## src/rtl/lcv_mul_acc_pipe.sv

```systemverilog
// Two-stage signed multiply-accumulate with valid/ready flow control, a persistent
// stage-2 accumulator, optional output saturation and a sticky accumulator overflow flag.
module lcv_mul_acc_pipe #(
  parameter int IN_WIDTH  = 16,
  parameter int OUT_WIDTH = 33,
  parameter int ACC_WIDTH = 40,
  parameter int SAT_OUT   = 1
) (
  input  logic                 clk,
  input  logic                 rst,
  input  logic                 inp_valid,
  output logic                 inp_ready,
  input  logic [IN_WIDTH-1:0]  inp_a,
  input  logic [IN_WIDTH-1:0]  inp_b,
  input  logic [OUT_WIDTH-1:0] inp_c,
  input  logic [1:0]           inp_op,
  output logic                 outp_valid,
  input  logic                 outp_ready,
  output logic [OUT_WIDTH-1:0] outp_data,
  output logic                 outp_sat,
  output logic                 outp_acc_ovf
);

  if (ACC_WIDTH < 2*IN_WIDTH+1 || ACC_WIDTH < OUT_WIDTH) begin : g_bad_params
    $error("lcv_mul_acc_pipe: ACC_WIDTH too narrow for IN_WIDTH/OUT_WIDTH");
  end

  typedef enum logic [1:0] {OP_MUL = 2'd0, OP_MAC = 2'd1, OP_LOAD = 2'd2, OP_CLR = 2'd3} op_e;

  localparam int PW = 2*IN_WIDTH;
  localparam logic [ACC_WIDTH-1:0]        ONE  = ACC_WIDTH'(1);
  localparam logic signed [ACC_WIDTH-1:0] OMAX = $signed((ONE << (OUT_WIDTH-1)) - ONE);
  localparam logic signed [ACC_WIDTH-1:0] OMIN = ~OMAX;

  // vld_pipe_q[1] is the stage-1 valid, vld_pipe_q[2] drives outp_valid
  logic [2:1]                  vld_pipe_q;
  logic signed [PW-1:0]        s1_prod_q, prod_d;
  logic signed [ACC_WIDTH-1:0] s1_c_q;
  op_e                         s1_op_q;
  logic signed [ACC_WIDTH-1:0] acc_q, acc_d;
  logic                        ovf_q, ovf_d;
  logic [OUT_WIDTH-1:0]        data_q, data_d;
  logic                        sat_q, sat_d;

  logic                        en, accept;
  logic signed [ACC_WIDTH-1:0] p, add_x, sum, r;
  logic                        sum_ovf;

  assign en        = !vld_pipe_q[2] || outp_ready;
  assign inp_ready = en && !rst;
  assign accept    = inp_valid && inp_ready;
  assign prod_d    = PW'($signed(inp_a)) * PW'($signed(inp_b));

  assign outp_valid   = vld_pipe_q[2];
  assign outp_data    = data_q;
  assign outp_sat     = sat_q;
  assign outp_acc_ovf = ovf_q;

  // One shared adder: MAC adds the accumulator, MUL/LOAD add the addend
  always_comb begin
    p       = ACC_WIDTH'(s1_prod_q);
    add_x   = (s1_op_q == OP_MAC) ? acc_q : s1_c_q;
    sum     = add_x + p;
    sum_ovf = (add_x[ACC_WIDTH-1] == p[ACC_WIDTH-1]) && (sum[ACC_WIDTH-1] != p[ACC_WIDTH-1]);
    r       = sum;
    acc_d   = acc_q;
    ovf_d   = ovf_q;
    unique case (s1_op_q)
      OP_MUL: ;
      OP_MAC, OP_LOAD: begin
        acc_d = sum;
        ovf_d = ovf_q || sum_ovf;
      end
      OP_CLR: begin
        r     = '0;
        acc_d = '0;
        ovf_d = 1'b0;
      end
      default: ;
    endcase
  end

  always_comb begin
    data_d = r[OUT_WIDTH-1:0];
    sat_d  = 1'b0;
    if (SAT_OUT != 0) begin
      if (r > OMAX) begin
        data_d = OMAX[OUT_WIDTH-1:0];
        sat_d  = 1'b1;
      end else if (r < OMIN) begin
        data_d = OMIN[OUT_WIDTH-1:0];
        sat_d  = 1'b1;
      end
    end
  end

  // Global stall: everything advances only on en; reset overrides the hold
  always_ff @(posedge clk) begin
    if (rst) begin
      vld_pipe_q <= '0;
      s1_prod_q  <= '0;
      s1_c_q     <= '0;
      s1_op_q    <= OP_MUL;
      acc_q      <= '0;
      ovf_q      <= 1'b0;
      data_q     <= '0;
      sat_q      <= 1'b0;
    end else if (en) begin
      vld_pipe_q <= {vld_pipe_q[1], accept};
      s1_prod_q  <= prod_d;
      s1_c_q     <= ACC_WIDTH'($signed(inp_c));
      s1_op_q    <= op_e'(inp_op);
      if (vld_pipe_q[1]) begin
        acc_q  <= acc_d;
        ovf_q  <= ovf_d;
        data_q <= data_d;
        sat_q  <= sat_d;
      end
    end
  end

endmodule

```

## config.mk

```make
export PLATFORM = sky130hd
export DESIGN_NAME = lcv_mul_acc_pipe
export DESIGN_NICKNAME = d
export VERILOG_FILES = /design/src/rtl/lcv_mul_acc_pipe.sv
export SDC_FILE = /design/constraint.sdc
export NUM_CORES = 1
export LEC_CHECK = 0
export CAP_MARGIN = 20
export CORE_ASPECT_RATIO = 1.4
export CORE_UTILIZATION = 55
export CTS_BUF_LIST = sky130_fd_sc_hd__clkbuf_8
export DETAILED_ROUTE_END_ITERATION = 7
export PLACE_DENSITY = 0.75
export SYNTH_ARGS = -nofsm -noshare
export SYNTH_HDL_FRONTEND = slang
export SYNTH_SLANG_ARGS = --single-unit
export TNS_END_PERCENT = 1
```

## constraint.sdc

```tcl
create_clock -name clk -period 14.2 [get_ports clk]
set_input_delay 3.55 -clock clk [delete_from_list [all_inputs] [get_ports clk]]
set_output_delay 3.55 -clock clk [all_outputs]
set_load 0.1 [all_outputs]
```

# Word level (Yosys, flattened, before mapping)
# Index checks and enable logic that the tools add are counted.
# word_totals
ff_bits,144
latch_bits,0
ramBits,0
rom_bits,0
inputBits,71
memories,0
# classes
add_sub_neg,1
mul,1
div,0
order_cmp,2
n_eq_ne,5
shifts,0
muxes,8
bitwise_logic,0
reduce_logical,11
# ops
operator,n
2-to-1 mux 40 bit,2
one-hot mux 40 bit (2 select lines),1
2-to-1 mux 33 bit,2
adder 40 x 32 -> 40 bit,1
> comparator 40 x 33 -> 1 bit (second input constant),1
less-than comparator 40 x 33 -> 1 bit (second input constant),1
multiplier 16 x 16 -> 32 bit,1
== test 2 bit (second input constant),2
logical AND 1 bit,3
AND reduction 3 bit,1
== test 2 x 1 -> 1 bit (second input constant),1
zero test 1 bit,2
logical OR 1 bit,2
2-to-1 mux 1 bit,2
one-hot mux 1 bit (2 select lines),1
AND reduction 2 bit,1
nonzero test 2 bit,1
OR reduction 2 bit,1
== test 1 bit,1
inequality test 1 bit,1

# Longest topological paths before layout
# Gate-level depths: netlist of run 1.
# logic_depth
word_depth,7
depth_mapped,25
mapped_depth_nobuf,24

# Least setup slack after synthesis of run 1
# Ideal clock, no wire load.
# synth_timing
path_kind,input to register
from,in inp_a[11]
to,reg s1_prod_q[30]
setup_time_ns,0.118
arrival_time_ns,9.360
path_slack_ns,4.722
path_stages,22
path_buffers,1
path_cell_list,clkbuf_1 > nand2_1 > fa_1 > fa_1 > inv_1 > fa_1 > fa_1 > fa_1 > inv_1 > fa_1 > inv_1 > ha_1 > nand2_1 > nor4b_1 > a21oi_1 > o211ai_1 > nand2_1 > o41ai_1 > a31oi_1 > o21ai_0 > xor2_1 > a22o_1
# synth_via
elab_chain_len,1
# synth_lines
element,line_no,text
"start, declared",13,"input logic [IN_WIDTH-1:0] inp_a,"
multiplier 16 x 16 -> 32 bit,52,assign prod_d = PW'($signed(inp_a)) * PW'($signed(inp_b));
"end signal, assigned",110,s1_prod_q <= prod_d;
"end, declared",37,"logic signed [PW-1:0] s1_prod_q, prod_d;"
# No other way between the ends.
# A chain may end at the register's enable or synchronous reset.

# Worst setup path after layout of run 1
# layout_timing
from,in inp_a[15]
to,reg s1_prod_q[31]
# The elaborated chain is that of the path after synthesis.

==> run metrics, run 1 <==
Layout area overhead=9.35%; CORE AREA=31700 um^2; fmax=96.9 MHz; DP Worst Slack=3370 ps; Worst-path clk slew=80 ps; routed via count=14285; clock root buffer master=clkbuf_8; Avg Inst Size Synth=8.27 um^2; Synth Area in Simple Gates=0.196; Post-Route Utilization=0.613; EDFF count, synth=0; die height=215 um; Site Rows=77; Critical path buffers and inverters=4; CTS H-tree depth=4; Die Footprint=33000 um^2; RR Endpoint=outp_data[16]; Critical Path RT=14630 ps; arrival time at the worst endpoint=10750 ps; Final Max Slew Viols=0; Worst R2R Start=s1_op_q[1]; CP Capture Type=flop; CTS tree=done; synth unique cells=68; Mapped Area=17800 um^2; Hold Path Class=flop to flop; multi-input logic area=13400 um^2; critical path's largest stage delay=900 ps; fin crit share=0.727; Yosys reg bits=144; Synth Area in Compound Gates=0.138; MaxCap Viol Count=0; Critical-path top delay cell=fa_1; # clock sinks=144; routed len/inst=16.7 um; worst setup margin=3880 ps; Setup Skew=17.2 ps; Top FF cell, synth=dfxtp_1; DRT iter0 DRCs=656; post-CTS resize count=0; largest family of logic cells by synthesized area=adder cells; Chip Width=154 um; share of cells above drive strength 1=0.0333; Via density=5.52; largest net degree at the start of global routing=79; WS Path Type=input port to flop; YS warnings=0; crit-path cells=clkdlybuf4s50_1, nand2_1, inv_1, fa_1, fa_1, fa_1, fa_1, fa_1, inv_1, fa_1, inv_1, ha_1, o21ai_0, nor2_1, nand2_1, a211oi_1, o31ai_1, o21ai_0, o21a_1, o21ai_0, a211oi_1, a21o_1; Min Clock Period, post-route=10320 ps; routability cong.=0.940; first-pass GRT wire length=73400 um; Setup crit start kind=input port; RSZ-0062 raised after global routing=false; Async SR Flop Fraction=0; number of diodes=0; Final setup viols=0; grt ovf=0; Final Hold Viols=0; most frequent cells in the layout=nand2_1 (425), inv_1 (297), fa_1 (263); antenna violations before repair=0; post-synthesis mux area share=0.00416; most common cell after layout, fill and taps aside=nand2_1; Post-CTS Hold Buffers=0; Clock Tree Buf Depth=2; outcome=finished clean; crit-path most repeated cell=fa_1; Post-CTS Setup Bufs=0; Crit path depth=22; post-synthesis sequential area ratio=0.162; Clock Latency Late Sink=490 ps; Nets=2635; number of buffers created by CTS=17; vias in the first global route=15274; gr usage total=0.276; XOR/XNOR Fraction of Synth Area=0.0311; syn nets=2602; hold path startpoint=s1_c_q[12]; register area=2880 um^2; post-route ant nets=0; Final Cell Area=19400 um^2; # IOs=108; Mapped Cells=2147; crit-path leading delay family=adder cells; Initial Util=0.560; final wirelength=43300 um; FF-to-FF setup slack=8990 ps; r2r worst-path depth=17; Synth Area in Adders=0.382; hold path depth=2; worst slew pin tran=1000 ps; Setup TNS=0 ps; Port-buffer cells=107; drt pass-1 iters=5; DP Area=19000 um^2; Max transition margin=0.330; Fillers=2814; hold-critical path endpoint=s1_c_q[12]; crit-path max FO=16; DP Wirelength=34900 um; DRC violations left=0
[logic make-up (layout without fill, tap and decap cells)]
kind of cell    Yosys count  count (layout)
buf+inv                 401             447
xor+xnor                 63              63
compound gates          377             377
fa+ha+maj               384             384
simple gates            771             771
mux                       7               7
flops                   144             144
[sequential cells by signal, indices dropped and copies added, names as in the netlist]
signal	count
acc_q	40
outp_data	33
s1_c_q	33
s1_prod_q	32
s1_op_q	2
vld_pipe_q	2
outp_acc_ovf	1
outp_sat	1
[cell usage after synthesis, drive strengths merged, types with 10 or more instances]
master    n  area (um^2)
nor2b    10         62.6
o211ai   10         75.1
xnor2    51          447
a21o     39          298
xor2     12          105
nor3     27          151
nand2   425         1600
o21a     12         90.1
dfxtp   144         2880
nand3    22          110
ha      121         1510
and3     11         68.8
buf      20          114
a211oi   18          145
fa      263         5270
and2    128          802
nor2    112          420
inv     297         1110
nand2b   17          106
o21ai    52          260
a21oi   159          800
a221o    26          263
o21bai   10         75.1
clkbuf   84          315
[tightest hold or removal path: stages, from the launching register on]
cell,delay (ps)
dfxtp_1,310
nand2_1,50
a21oi_1,50
[layout make-up]
| cell class | instances | area share |
|---|---|---|
| multi-input cells | 1602 | 0.688 |
| flip-flops and latches | 144 | 0.148 |
| repair buffers | 118 | 0.0603 |
| inverters | 297 | 0.0574 |
| well taps | 395 | 0.0254 |
| clock buffers | 17 | 0.0120 |
| clock inverters | 15 | 0.00876 |
[per-stage QoR]
stage	hold slack (ps)	instances
finish	456	2588
global route	481	2588
CTS	459	2587
detailed placement	446	2555
global placement	440	2555
floorplan	427	2147
[per-layer routing]
| metal | part of all wire | GRT usage |
|---|---|---|
| met4 | 0.031 | 0.121 |
| met2 | 0.50 | 0.493 |
| met3 | 0.037 | 0.0283 |
| met1 | 0.43 | 0.337 |
| met5 | 0 | 0 |
[worst max path at each step]
| stage | from | end | slack [ps] |
|---|---|---|---|
| 2_1_floorplan | inp_a[11] | s1_prod_q[30] | 4720 |
| 3_3_place_gp | inp_a[8] | s1_prod_q[30] | 3530 |
| 3_5_place_dp | inp_a[8] | s1_prod_q[30] | 3370 |
| 4_1_cts | inp_a[8] | s1_prod_q[30] | 3910 |
| 5_1_grt | inp_a[7] | s1_prod_q[30] | 3500 |
| 6_report | inp_a[15] | s1_prod_q[31] | 3880 |
Power of run 1 is not shown: default switching activity piles up to over one toggle a cycle in this logic, so the estimate is an artifact.
==> run 2: changes to the inputs <==
--- a/config.mk
+++ b/config.mk
@@ -10,7 +10,7 @@
 export CORE_UTILIZATION = 55
 export CTS_BUF_LIST = sky130_fd_sc_hd__clkbuf_8
 export DETAILED_ROUTE_END_ITERATION = 7
-export PLACE_DENSITY = 0.75
+export PLACE_DENSITY = 0.78
 export SYNTH_ARGS = -nofsm -noshare
 export SYNTH_HDL_FRONTEND = slang
 export SYNTH_SLANG_ARGS = --single-unit
==> constraint.sdc (replaced) <==
create_clock -name clk -period 8.8 [get_ports clk]
set_input_delay 2.2 -clock clk [delete_from_list [all_inputs] [get_ports clk]]
set_output_delay 2.2 -clock clk [all_outputs]
set_load 0.1 [all_outputs]
==> run 2 against run 1 <==
  * Cell count is 2.4% higher
  * First-iteration DRC count is 32% higher
  * Register-to-register slack got worse by 5300 ps
  * Critical path type unchanged
  * Largest cell class unchanged
==> run metrics, run 2 (synthesis gave the netlist of run 1 again) <==
vias in the first global route=15335; met1 global-route usage=0.335; Post-CTS Hold Buffers=0; most frequent cells in the layout=nand2_1 (425), inv_1 (297), fa_1 (263); Largest register FFs=40; Hold Path Class=flop to flop; Worst-path clk slew=80 ps; Top reg by flops=acc_q; RR Endpoint=outp_data[16]; WS Path Type=input port to flop; r2r worst-path depth=17; GRT busiest layer=met2; number of buffers created by CTS=17; Clock Latency Late Sink=480 ps; Setup crit start kind=input port; DRT iter0 DRCs=866; fin crit share=0.965; Port-buffer cells=107; Final setup viols=0; MaxCap Viol Count=0; CTS H-tree depth=4; Clock Tree Buf Depth=2; Setup Skew=10.3 ps; routed len/inst=16.8 um; CP startpoint=inp_b[1]; gr usage total=0.279; crit-path max FO=7; routability cong.=0.967; post-route ant nets=0; Via density=5.57; Final Max Slew Viols=0; CP Capture Type=flop; RSZ-0062 raised after global routing=false; Initial Util=0.560; DP Wirelength=36700 um; outcome=finished clean; Site Rows=77; FF-to-FF setup slack=3670 ps; fmax=118 MHz; Final Hold Viols=0; routed via count=14766; met2 track demand over resource=0.516; CORE AREA=31700 um^2; Nets=2698; arrival time at the worst endpoint=8870 ps; Layout area overhead=12.1%; clock root buffer master=clkbuf_8; number of diodes=0; Post-Route Utilization=0.628; final wirelength=44400 um; share of cells above drive strength 1=0.0603; post-CTS resize count=0; Worst R2R Start=s1_op_q[1]; first-pass GRT wire length=74200 um; M3 GR Usage=0.0247; Setup TNS=0 ps; drt pass-1 iters=5; Min Clock Period, post-route=8490 ps; Max transition margin=0.331; Post-CTS Setup Bufs=0; # clock sinks=144; CTS tree=done; grt ovf=0; die height=215 um; worst slew pin tran=1000 ps; largest net degree at the start of global routing=69; Die Footprint=33000 um^2; Critical Path Sink=s1_prod_q[31]; Critical Path RT=9180 ps; Chip Width=154 um; # IOs=108; DRC violations left=0; most common cell after layout, fill and taps aside=nand2_1; antenna violations before repair=0
-- run 2: final cells by class --
type                            instances  area [um^2]
Timing Repair Buffer                  181         1650
Multi-Input combinational cell       1602        13400
Fill cell                            2695        11800
Clock buffer                           17          234
Sequential cell                       144         2880
Clock inverter                         15          168
Inverter                              297         1110
Tap cell                              395          494
-- run 2: metal layers --
metal  up-vias  part of all wire
met2       421              0.51
met3        97             0.038
met4         0             0.032
li1       7045                 -
met1      7203              0.42
met5         -                 0
-- run 2: per-stage QoR --
stage,setup slack (ps),instance area (um^2),cells,hold WS (ps)
5_1_grt,25.9,19900,2651,476
2_1_floorplan,672,17800,2147,427
3_3_place_gp,79.5,19400,2616,439
4_1_cts,431,19900,2650,455
3_5_place_dp,-84.4,19500,2618,445
6_report,308,19900,2651,451
-- run 2: worst min-delay path by stage --
stage / start / endpoint / depth (start not counted)
after CTS: s1_c_q[32] / s1_c_q[32] / 2
after detailed placement: s1_c_q[5] / s1_c_q[5] / 2
after global placement: s1_c_q[32] / s1_c_q[32] / 2
after floorplan: s1_c_q[32] / s1_c_q[32] / 2
after global routing: acc_q[24] / acc_q[24] / 2
final: s1_c_q[32] / s1_c_q[32] / 2
-- run 2: worst max-delay path, cell delays in order --
cell             delay (ps)
clkdlybuf4s50_1         600
buf_4                   250
nand2_1                 110
inv_1                   100
fa_1                    590
fa_1                    460
fa_1                    500
fa_1                    500
fa_1                    510
inv_1                    60
fa_1                    530
inv_1                    40
ha_1                    310
a21o_1                  190
a21o_1                  180
a21oi_1                 260
a21oi_1                 150
o31ai_1                 380
o21ai_0                 210
o21a_1                  220
o21ai_0                 230
a211oi_1                110
a21o_1                  160
Power of run 2 is left out for the same reason.
==> run 3: changes to the inputs <==
--- a/config.mk
+++ b/config.mk
@@ -9,7 +9,10 @@
 export CORE_ASPECT_RATIO = 1.4
 export CORE_UTILIZATION = 55
 export CTS_BUF_LIST = sky130_fd_sc_hd__clkbuf_8
+export CTS_CLUSTER_DIAMETER = 40
+export CTS_CLUSTER_SIZE = 25
 export DETAILED_ROUTE_END_ITERATION = 7
+export GPL_ROUTABILITY_DRIVEN = 0
 export PLACE_DENSITY = 0.78
 export SYNTH_ARGS = -nofsm -noshare
 export SYNTH_HDL_FRONTEND = slang
==> run 3 against run 2 <==
  * Register-to-register slack better by 50 ps
  * Sequential share of layout area hardly changed
  * Clock skew is 2.2 ps higher
  * Via count is 0.94% higher
  * Core utilization is 0.21 points higher
  * Final area is 0.33% higher
  * First-iteration DRC count is 9.0% lower
  * Count of clock-buffer cells in the layout stayed put
  * Worst hold slack better by 3.9 ps
  * Fmax is 0.75% higher
  * Critical path type unchanged
==> run metrics, run 3 (synthesis gave the netlist of run 1 again) <==
outcome=finished clean; # clock sinks=144; most common cell after layout, fill and taps aside=nand2_1; Die Footprint=33000 um^2; most frequent cells in the layout=nand2_1 (425), inv_1 (297), fa_1 (263); CP Capture Type=flop; Final Max Slew Viols=0; Worst-path clk slew=90 ps; arrival time at the worst endpoint=8790 ps; crit-path cells=clkdlybuf4s50_1, nand2_1, fa_1, fa_1, inv_1, fa_1, fa_1, fa_1, inv_1, fa_1, inv_1, ha_1, nand2_1, nor4b_1, a21oi_1, o211ai_1, nand2_1, o41ai_1, buf_4, a31oi_1, o21ai_0, xor2_1, a22o_1; first-pass GRT wire length=73100 um; routed via count=14905; DRC violations left=0; CTS H-tree depth=4; gr usage total=0.272; post-route ant nets=0; MaxCap Viol Count=0; crit-path most repeated cell=fa_1; hold path startpoint=s1_c_q[14]; Final Cell Area=20000 um^2; CP startpoint=inp_b[1]; Critical path buffers and inverters=5; Max transition margin=0.334; Top reg by flops=acc_q; critical path's largest stage delay=720 ps; DRT iter0 DRCs=788; CTS tree=done; Nets=2699; Post-CTS Setup Bufs=0; Layout area overhead=12.4%; worst slew pin tran=996 ps; fin cells=2652; Clock Tree Buf Depth=2; routed len/inst=16.4 um; Via density=5.62; Initial Util=0.560; fmax=119 MHz; Setup Skew=12.5 ps; # IOs=108; Hold Path Class=flop to flop; vias in the first global route=15518; number of diodes=0; final wirelength=43400 um; share of cells above drive strength 1=0.0607; hold_ws=455 ps; die height=215 um; grt ovf=0; DP Wirelength=35800 um; Worst R2R Start=s1_op_q[1]; Port-buffer cells=107; Critical-path top delay cell=clkdlybuf4s50_1; Inst Count DP=2619; Setup crit start kind=input port; clock root buffer master=clkbuf_8; fin crit share=0.958; antenna violations before repair=0; Min Clock Period, post-route=8430 ps; crit-path leading delay family=adder cells; Final setup viols=0; WS Path Type=input port to flop; Largest register FFs=40; CORE AREA=31700 um^2; Site Rows=77; Critical Path RT=9160 ps; drt pass-1 iters=5; Clock Latency Late Sink=470 ps; Post-CTS Hold Buffers=0; crit-path max FO=9; Setup TNS=0 ps; largest net degree at the start of global routing=86; post-CTS resize count=0; Chip Width=154 um; DP Area=19500 um^2; Final Hold Viols=0; RSZ-0062 raised after global routing=false; number of buffers created by CTS=17
run 3: changes by cell type in the layout (fill, tap and decap cells not counted):
cell,previous run,this run
clkinv_4,3,1
bufinv_16,1,3
buf_12,0,1
inv_6,4,6
clkinvlp_4,2,0
run 3: worst paths after layout:
path / to / slack (ps) / depth (start not counted)
max: s1_prod_q[30] / 370 / 23
min reg2reg: s1_c_q[14] / 460 / 2
max reg2reg: outp_data[16] / 3720 / 17
min: s1_c_q[14] / 460 / 2
run 3: cell type report:
type | instances | area, um^2
Clock buffer | 17 | 234
Clock inverter | 15 | 213
Fill cell | 2653 | 11700
Inverter | 297 | 1110
Multi-Input combinational cell | 1602 | 13400
Sequential cell | 144 | 2880
Tap cell | 395 | 494
Timing Repair Buffer | 182 | 1670
run 3: per-layer routing:
layer | GRT usage | vias up | wire length (um)
li1 | - | 7038 | -
met1 | 0.324 | 7274 | 17700
met2 | 0.505 | 491 | 22500
met3 | 0.0226 | 102 | 1960
met4 | 0.0970 | 0 | 1220
met5 | 0 | - | 0
run 3: worst reg2reg max path, delay by kind of cell (launching register included):
family | cells | cell delay [ps]
buf+inv | 2 | 460
fa+ha+maj | 2 | 670
simple gates | 5 | 1060
xor+xnor | 1 | 510
compound gates | 7 | 1910
flops | 1 | 380
run 3: stage by stage:
stage,setup slack [ps],utilization
after floorplan,672,-
after global routing,70.5,0.630
after CTS,411,0.629
final,371,0.630
after global placement,72.5,0.614
after detailed placement,-72.9,0.615
Power of run 3 is left out for the same reason.
